## config.mk

```make
export PLATFORM = sky130hd
export DESIGN_NAME = ail_rmw_flat
export DESIGN_NICKNAME = d
export VERILOG_FILES = /design/src/rtl/ail_rmw_pkg.sv /design/src/rtl/ail_rmw_if.sv /design/src/rtl/ail_rmw_incdec.sv /design/src/rtl/ail_rmw.sv /design/src/flat_wrapper.sv
export SDC_FILE = /design/constraint.sdc
export NUM_CORES = 1
export LEC_CHECK = 0
export CAP_MARGIN = 40
export CORE_ASPECT_RATIO = 0.8
export CORE_MARGIN = 3
export CORE_UTILIZATION = 40
export DETAILED_ROUTE_END_ITERATION = 10
export DONT_BUFFER_PORTS = 1
export PLACE_DENSITY = 0.65
export SYNTH_ARGS = -nofsm -noshare
export SYNTH_HDL_FRONTEND = slang
export SYNTH_SLANG_ARGS = --single-unit
```

## constraint.sdc

```tcl
create_clock -name clk -period 3.3 [get_ports clk]
set_clock_uncertainty 0.2 [all_clocks]
set_input_delay 0.495 -clock clk [delete_from_list [all_inputs] [get_ports clk]]
set_output_delay 0.495 -clock clk [all_outputs]
set_load 0.02 [all_outputs]
```

## src/rtl/ail_rmw_pkg.sv

```systemverilog
// rtl/ail_rmw_pkg.sv - auto-index codes and FSM state encodings shared with the decoder
package ail_rmw_pkg;

  typedef enum logic [1:0] {
    AIDX_NONE = 2'b00,
    AIDX_INC  = 2'b01,
    AIDX_DEC  = 2'b10,
    AIDX_RSVD = 2'b11
  } aidx_t;

  typedef enum logic [2:0] {
    ST_IDLE = 3'd0,
    ST_RD   = 3'd1,
    ST_MOD  = 3'd2,
    ST_WR   = 3'd3,
    ST_FIN  = 3'd4
  } state_t;

  // Wait counter width; large enough for any WAIT_MAX up to 255
  localparam int WCNT_W = 8;

  // The reserved code behaves as "no auto-index"
  function automatic aidx_t norm_idx(input logic [1:0] code);
    return (code == AIDX_RSVD) ? AIDX_NONE : aidx_t'(code);
  endfunction

endpackage

```

## src/rtl/ail_rmw_if.sv

```systemverilog
// rtl/ail_rmw_if.sv - memory bus between the RMW sequencer and the memory port
interface ail_rmw_if #(
  parameter int AW = 16,
  parameter int DW = 16
);
  logic [AW-1:0] mem_addr;
  logic [DW-1:0] mem_wdata;
  logic [DW-1:0] mem_rdata;
  logic          mem_rd;
  logic          mem_wr;
  logic          mem_ack;

  modport master (
    output mem_addr, mem_wdata, mem_rd, mem_wr,
    input  mem_rdata, mem_ack
  );

  modport slave (
    input  mem_addr, mem_wdata, mem_rd, mem_wr,
    output mem_rdata, mem_ack
  );
endinterface

```

## src/rtl/ail_rmw_incdec.sv

```systemverilog
// rtl/ail_rmw_incdec.sv - combinational pointer +1/-1 unit with effective-address select
module ail_rmw_incdec
  import ail_rmw_pkg::*;
#(
  parameter int DW = 16
) (
  input  logic [DW-1:0] p,
  input  aidx_t         mode,
  output logic [DW-1:0] n,
  output logic [DW-1:0] ea_nxt
);

  localparam logic [DW-1:0] ONE = DW'(1);

  // Post-increment exposes the old pointer, pre-decrement the new one; both wrap mod 2^DW
  always_comb begin
    n      = p;
    ea_nxt = p;
    if (mode == AIDX_INC) begin
      n      = p + ONE;
      ea_nxt = p;
    end else if (mode == AIDX_DEC) begin
      n      = p - ONE;
      ea_nxt = p - ONE;
    end
  end

endmodule

```

## src/rtl/ail_rmw.sv

```systemverilog
// rtl/ail_rmw.sv - auto-index read-modify-write sequencer between decode and the memory bus
module ail_rmw
  import ail_rmw_pkg::*;
#(
  parameter int AW       = 16,
  parameter int DW       = 16,
  parameter int WAIT_MAX = 15
) (
  input  logic          clk,
  input  logic          nreset,
  input  logic          start,
  input  logic [1:0]    idx,
  input  logic [AW-1:0] ptr_addr,
  ail_rmw_if.master     bus,
  output logic [DW-1:0] ea,
  output logic          busy,
  output logic          done,
  output logic          err
);

  localparam logic [WCNT_W-1:0] WCNT_LAST = WCNT_W'(WAIT_MAX - 1);
  localparam logic [WCNT_W-1:0] WCNT_ONE  = WCNT_W'(1);

  state_t            state, state_nxt;
  aidx_t             idx_q;
  logic [AW-1:0]     addr_q;
  logic [DW-1:0]     p_q;
  logic [DW-1:0]     wdata_q;
  logic [DW-1:0]     ea_q;
  logic [DW-1:0]     n_val;
  logic [DW-1:0]     ea_mod;
  logic [WCNT_W-1:0] wcnt;
  logic              err_q;
  logic              abort;
  logic              rd_o;
  logic              wr_o;
  logic              done_o;

  ail_rmw_incdec #(.DW(DW)) u_incdec (
    .p      (p_q),
    .mode   (idx_q),
    .n      (n_val),
    .ea_nxt (ea_mod)
  );

  // State register
  always_ff @(posedge clk or negedge nreset) begin
    if (!nreset) state <= ST_IDLE;
    else         state <= state_nxt;
  end

  // Next state and bus strobes; abort fires on the last permitted wait cycle
  always_comb begin
    state_nxt = state;
    rd_o      = 1'b0;
    wr_o      = 1'b0;
    done_o    = 1'b0;
    abort     = 1'b0;
    case (state)
      ST_IDLE: if (start) state_nxt = ST_RD;
      ST_RD: begin
        rd_o = 1'b1;
        if (bus.mem_ack) begin
          state_nxt = (idx_q == AIDX_NONE) ? ST_FIN : ST_MOD;
        end else if (wcnt == WCNT_LAST) begin
          abort     = 1'b1;
          state_nxt = ST_IDLE;
        end
      end
      ST_MOD: state_nxt = ST_WR;
      ST_WR: begin
        wr_o = 1'b1;
        if (bus.mem_ack) begin
          state_nxt = ST_FIN;
        end else if (wcnt == WCNT_LAST) begin
          abort     = 1'b1;
          state_nxt = ST_IDLE;
        end
      end
      ST_FIN: begin
        done_o    = 1'b1;
        state_nxt = ST_IDLE;
      end
      default: state_nxt = ST_IDLE;
    endcase
  end

  // Wait counter: runs only while a request is outstanding without ack, zero otherwise
  always_ff @(posedge clk or negedge nreset) begin
    if (!nreset) begin
      wcnt <= '0;
    end else if ((state == ST_RD || state == ST_WR) && !bus.mem_ack) begin
      wcnt <= wcnt + WCNT_ONE;
    end else begin
      wcnt <= '0;
    end
  end

  // Address, pointer, write-data and ea registers, plus the one-cycle error flag
  always_ff @(posedge clk or negedge nreset) begin
    if (!nreset) begin
      idx_q   <= AIDX_NONE;
      addr_q  <= '0;
      p_q     <= '0;
      wdata_q <= '0;
      ea_q    <= '0;
      err_q   <= 1'b0;
    end else begin
      err_q <= abort;
      case (state)
        ST_IDLE: begin
          if (start) begin
            addr_q <= ptr_addr;
            idx_q  <= norm_idx(idx);
          end
        end
        ST_RD: begin
          if (bus.mem_ack) begin
            p_q <= bus.mem_rdata;
            if (idx_q == AIDX_NONE) ea_q <= bus.mem_rdata;
          end
        end
        ST_MOD: begin
          wdata_q <= n_val;
          ea_q    <= ea_mod;
        end
        default: ;
      endcase
    end
  end

  assign bus.mem_addr  = addr_q;
  assign bus.mem_wdata = wdata_q;
  assign bus.mem_rd    = rd_o;
  assign bus.mem_wr    = wr_o;
  assign ea            = ea_q;
  assign busy          = (state != ST_IDLE);
  assign done          = done_o;
  assign err           = err_q;

endmodule
```

## src/flat_wrapper.sv

```systemverilog
// flat-port wrapper written by rule: the top's interface ports become plain ports
module ail_rmw_flat import ail_rmw_pkg::*;
#(
  parameter int AW       = 16,
  parameter int DW       = 16,
  parameter int WAIT_MAX = 15
)
  (clk, nreset, start, idx, ptr_addr, ea, busy, done, err, bus_mem_addr, bus_mem_wdata, bus_mem_rd, bus_mem_wr, bus_mem_rdata, bus_mem_ack);
  ail_rmw_if #(.AW(AW), .DW(DW)) bus_i ();
  input  logic clk;
  input  logic nreset;
  input  logic start;
  input  logic [1:0] idx;
  input  logic [AW-1:0] ptr_addr;
  output logic [DW-1:0] ea;
  output logic busy;
  output logic done;
  output logic err;
  output wire logic [$bits(bus_i.mem_addr)-1:0] bus_mem_addr;
  output wire logic [$bits(bus_i.mem_wdata)-1:0] bus_mem_wdata;
  output wire logic [$bits(bus_i.mem_rd)-1:0] bus_mem_rd;
  output wire logic [$bits(bus_i.mem_wr)-1:0] bus_mem_wr;
  input wire logic [$bits(bus_i.mem_rdata)-1:0] bus_mem_rdata;
  input wire logic [$bits(bus_i.mem_ack)-1:0] bus_mem_ack;
  assign bus_mem_addr = bus_i.mem_addr;
  assign bus_mem_wdata = bus_i.mem_wdata;
  assign bus_mem_rd = bus_i.mem_rd;
  assign bus_mem_wr = bus_i.mem_wr;
  assign bus_i.mem_rdata = bus_mem_rdata;
  assign bus_i.mem_ack = bus_mem_ack;
  ail_rmw #(.AW(AW), .DW(DW), .WAIT_MAX(WAIT_MAX)) u_core (.clk(clk), .nreset(nreset), .start(start), .idx(idx), .ptr_addr(ptr_addr), .bus(bus_i), .ea(ea), .busy(busy), .done(done), .err(err));
endmodule
```

After elaboration in Yosys (flattened, before gate mapping)
Index checks and enable logic that the tools add are counted.
{"block": "word_totals", "register_bits": 78}
{"block": "op_classes", "add_sub_neg": 3, "n_eq_ne": 11, "muxes": 20, "reduce_logical": 11}
{"op": "$mux 16", "n": 5}
{"op": "$pmux 16 s2", "n": 1}
{"op": "$add 16x1->16 const B", "n": 1}
{"op": "$sub 16x1->16 const B", "n": 1}
{"op": "$mux 3", "n": 5}
{"op": "$pmux 3 s4", "n": 1}
{"op": "$add 8x1->8 const B", "n": 1}
{"op": "$eq 8x4->1 const B", "n": 1}
{"op": "$mux 8", "n": 1}
{"op": "$eq 3x2->1 const B", "n": 2}
{"op": "$mux 1", "n": 6}
{"op": "$ne 2x2->1 const B", "n": 3}
{"op": "$eq 2x2->1 const B", "n": 2}
{"op": "$reduce_and 2->1", "n": 2}
{"op": "$eq 3x1->1 const B", "n": 1}
{"op": "$eq 3x3->1 const B", "n": 1}
{"op": "$logic_not 3->1", "n": 1}
{"op": "$reduce_and 3->1", "n": 1}
{"op": "$reduce_bool 3->1", "n": 1}
{"op": "$eq 2x1->1 const B", "n": 1}
{"op": "$logic_not 2->1", "n": 1}
{"op": "$mux 2", "n": 1}
{"op": "$reduce_bool 2->1", "n": 1}
{"op": "$reduce_or 2->1", "n": 1}
{"op": "other kinds (3)", "n": 3}

Logic depth before layout (Yosys ltp)
{"block": "depth", "word_depth": 4, "mapped_depth": 7}

Hierarchy
Synthesis repeated with hierarchy kept, for this count alone.
{"block": "hier_totals", "hier_cells": 331, "area_unflattened_um2": 4141.5}
{"mod": "ail_rmw", "n_inst": 1, "cells_each": 225, "area_each_um2": 3321.9}
{"mod": "ail_rmw_incdec", "n_inst": 1, "cells_each": 106, "area_each_um2": 819.5}

Least setup slack after synthesis
Ideal clock, no wire load.
{"block": "synth_timing", "path_type": "reg-to-reg", "startpoint": "reg u_core.p_q[8]", "endpoint": "reg u_core.wdata_q[15] (netlist: u_core.bus.mem_wdata[15])", "setup_time_ns": 0.135, "t_arrival_ns": 2.000, "t_required_ns": 2.965, "path_slack_ns": 0.966, "stages_incl_launch_ff": 7, "path_buffers": 1, "period_less_slack_ns": 2.334, "path_cell_list": "dfrtp_1 buf_6 or4_4 or4_4 or3_4 o2111ai_2 o211ai_1"}
{"block": "synth_between", "elab_chain_len": 3, "word_cells_on_any_way": 4}
{"element": "from (decl)", "line": "ail_rmw.sv:27", "source": "logic [DW-1:0] p_q;"}
{"element": "from (signal assigned)", "line": "ail_rmw.sv:119", "source": "p_q <= bus.mem_rdata;"}
{"element": "$sub 16x1->16", "line": "ail_rmw_incdec.sv:23", "source": "n = p - ONE;"}
{"element": "$mux 16", "line": "ail_rmw_incdec.sv:22", "source": "end else if (mode == AIDX_DEC) begin"}
{"element": "$mux 16 (*)", "line": "ail_rmw_incdec.sv:19", "source": "if (mode == AIDX_INC) begin"}
{"element": "to (signal assigned)", "line": "ail_rmw.sv:124", "source": "wdata_q <= n_val;"}
{"element": "to (decl)", "line": "ail_rmw.sv:28", "source": "logic [DW-1:0] wdata_q;"}
Mark *: on every way between the ends. The rest lies on a longest branch, timed or not.
A chain may end at the register's enable or synchronous reset.

Final worst setup path
{"block": "layout_timing", "startpoint": "reg u_core.idx_q[1]", "endpoint": "reg u_core.wdata_q[15] (netlist: u_core.bus.mem_wdata[15])"}
{"block": "layout_between", "elab_chain_len": 3, "word_cells_on_any_way": 4}
{"element": "from (decl)", "line": "ail_rmw.sv:25", "source": "aidx_t idx_q;"}
{"element": "from (signal assigned)", "line": "ail_rmw.sv:114", "source": "idx_q <= norm_idx(idx);"}
{"element": "$eq 2x2->1", "line": "ail_rmw_incdec.sv:22"}
{"element": "$mux 16", "line": "ail_rmw_incdec.sv:22"}
{"element": "$mux 16 (*)", "line": "ail_rmw_incdec.sv:19"}
Marked as above.

==> results.cfg <==
[synthesis]
synth_fp_nets = 409
synth-seq-cells = 78
netlist_area_um2 = 3800
yosysMostFrequentCell = dfrtp_1
ys_types = 50
synthCells = 367
synth_top_area_cell = dfrtp_1
syn_avg_cell_area_um2 = 10.4
yosysSeqAreaShare_pct = 51.3
async_flop_share_pct = 100
yosys-top-cells-area = dfrtp_1, mux2_2, xnor2_1
synth_top_area_share_pct = 51.3
synth_top_flop_cell = dfrtp_1
synthTopCellsByCount = dfrtp_1, nand2_1, nor2_1
synth-edff-count = 0
ys.warnings.count = 0

[worst_setup_path]
crit_arrival_ps = 2510
critPathRequiredTime_ps = 3300
path_class = reg -> reg
critPathMaxFanout = 13
critPathLaunch = u_core.idx_q[1]
timing.rr.start = u_core.idx_q[1]
cp-end-kind = flip-flop
critPathLaunchType = flip-flop

[floorplanning]
die_w_um = 115
core_area_um2 = 9150
dieArea_um2 = 10700
fp.dieH_um = 93.2
num_rows = 31
start_util_pct = 41.5
io_pins = 91

[sta]
relSlewSlack_pct = 44.7
hold_viol_final = 0
final.period_utilization_pct = 76.0
whs_ps = 70.8
fmax_ghz = 0.399
setup_tns_ps = 0
setup_viol = 0
tightest_slew_ps = 829
min_period_ps = 2510
drv_slew = 0
rsz0062_at_grt = no

[cts]
htreeDepth = 3
cts_tree = done
clock_sinks = 78
cts_resized = 0
cts_made_buffers = 9
cts_buffer_depth = 2
clockRootBuffer = clkbuf_16
clk_pin_slew_worst_paths_ps = 60
clk_latency_ps = 330

[global_routing]
grt_pass1_wl_mm = 14.0
grt_overflow_total = 0
first_global_vias = 2524
grtUsageTotal_pct = 16.9
grt-busiest-layer = met1
use_met3_pct = 7.50
met2_usage_pct = 22.6
grt_max_degree = 79
antenna_found_initial = 0
use_met1_pct = 24.2

[run]
maxCapViolCount = 0

[place]
hpwlAfterDp_mm = 6.15
routabilityCongestion = 0.851
io_buffers = 0

[cells_and_area]
drive_gt1_share_pct = 15.6
num_antenna_cells = 0
utilization_pct = 46.2
area_growth_pct = 11.2
nets = 403

[min_path]
hp-start = bus_mem_ack
min_path_type = in -> reg

[routing]
drc = 0
drtIter0Drc = 199
drt-total-wl_mm = 8.63
ant_nets = 0
vias_per_cell = 5.47
vias = 2633
avgRoutedWirePerCell_um = 17.9
dr.pass1.iters = 5

[power_and_ir_drop]
p_per_area_nw_per_um2 = 1090
p_leak_uw = 0.00174
peakVddDrop_uv = 331

[outcome]
status = finished, final reports clean
[placed cells by master, fill, tap and decap left out, types with 3 or more instances in the layout]
cell / instances
a22oi_1: 10
nand3_1: 10
o22ai_1: 5
nor2_1: 29
inv_1: 8
dfrtp_1: 78
o21ai_1: 17
mux2_2: 28
nor3_1: 4
a31oi_1: 6
a21oi_1: 4
nand4_1: 3
nor2b_1: 3
and3_1: 4
and2_1: 3
buf_4: 5
nand3b_1: 3
ha_1: 4
o21ai_0: 13
xnor2_1: 24
nand2_1: 42
clkbuf_16: 9
xor2_1: 11
[layout make-up]
type	instances	area [µm²]
clock buffers	11	233
well taps	115	144
repair buffers	7	75.1
fillers	833	4920
clock inverters	5	60.1
multi-input cells	256	1730
inverters	9	33.8
flip-flops and latches	78	1950
[per-layer routing]
metal / routed length [µm] / part of all wire (%)
met1: 3880 / 45
met3: 906 / 10
met2: 3710 / 43
met5: 0 / 0
met4: 134 / 1.6
[logic make-up after synthesis]
family	Yosys count	share of synthesized area, %
compound gates	66	10.9
xor+xnor	35	8.06
fa+ha+maj	4	1.32
buf+inv	33	3.52
flops	78	51.3
mux	31	9.15
simple gates	120	15.8
[sequential cells by signal (all words and copies together), names as in the netlist]
name                  flops
u_core.bus.mem_addr      16
u_core.bus.mem_wdata     16
u_core.ea                16
u_core.p_q               16
u_core.wcnt               8
u_core.state              3
u_core.idx_q              2
u_core.err                1
[final timing paths]
check / slack (ps) / cells past startpoint / end
setup reg to reg: 790 / 5 / u_core.bus.mem_wdata[15]
hold / removal: 70 / 2 / u_core.state[2]
max in group asynchronous: 2060 / 2 / u_core.idx_q[0]
min in group asynchronous: 510 / 2 / u_core.bus.mem_wdata[8]
setup / recovery: 790 / 5 / u_core.bus.mem_wdata[15]
hold reg to reg: 270 / 1 / u_core.wcnt[0]
[power by group]
group	switching, µW	internal, µW	total (µW)
Combinational	708	665	1370
Sequential	866	1390	2250
Clock	387	587	974
[what timing repair did]
item / CTS / global route
hold endpoints to repair: 78 / 0
hold buffers: 2 / 0
setup buffers: 0 / 0
[through the flow]
step	std cells	power (µW)	worst slack, ps	area (µm²)
3_5_place_dp	463	3630	850	3900
2_1_floorplan	367	3260	966	3800
5_1_grt	481	4930	646	4230
6_report	481	4600	792	4230
4_1_cts	481	4650	829	4230
3_3_place_gp	463	3580	948	3900
[critical path, cell delays in order (launching register included)]
cell       delay, ps
dfrtp_1          560
nor3b_2          400
o2111ai_1        470
or3_4            520
o2111ai_2        100
o211ai_1         130
No activity file was read; power rests on OpenSTA's default activity.
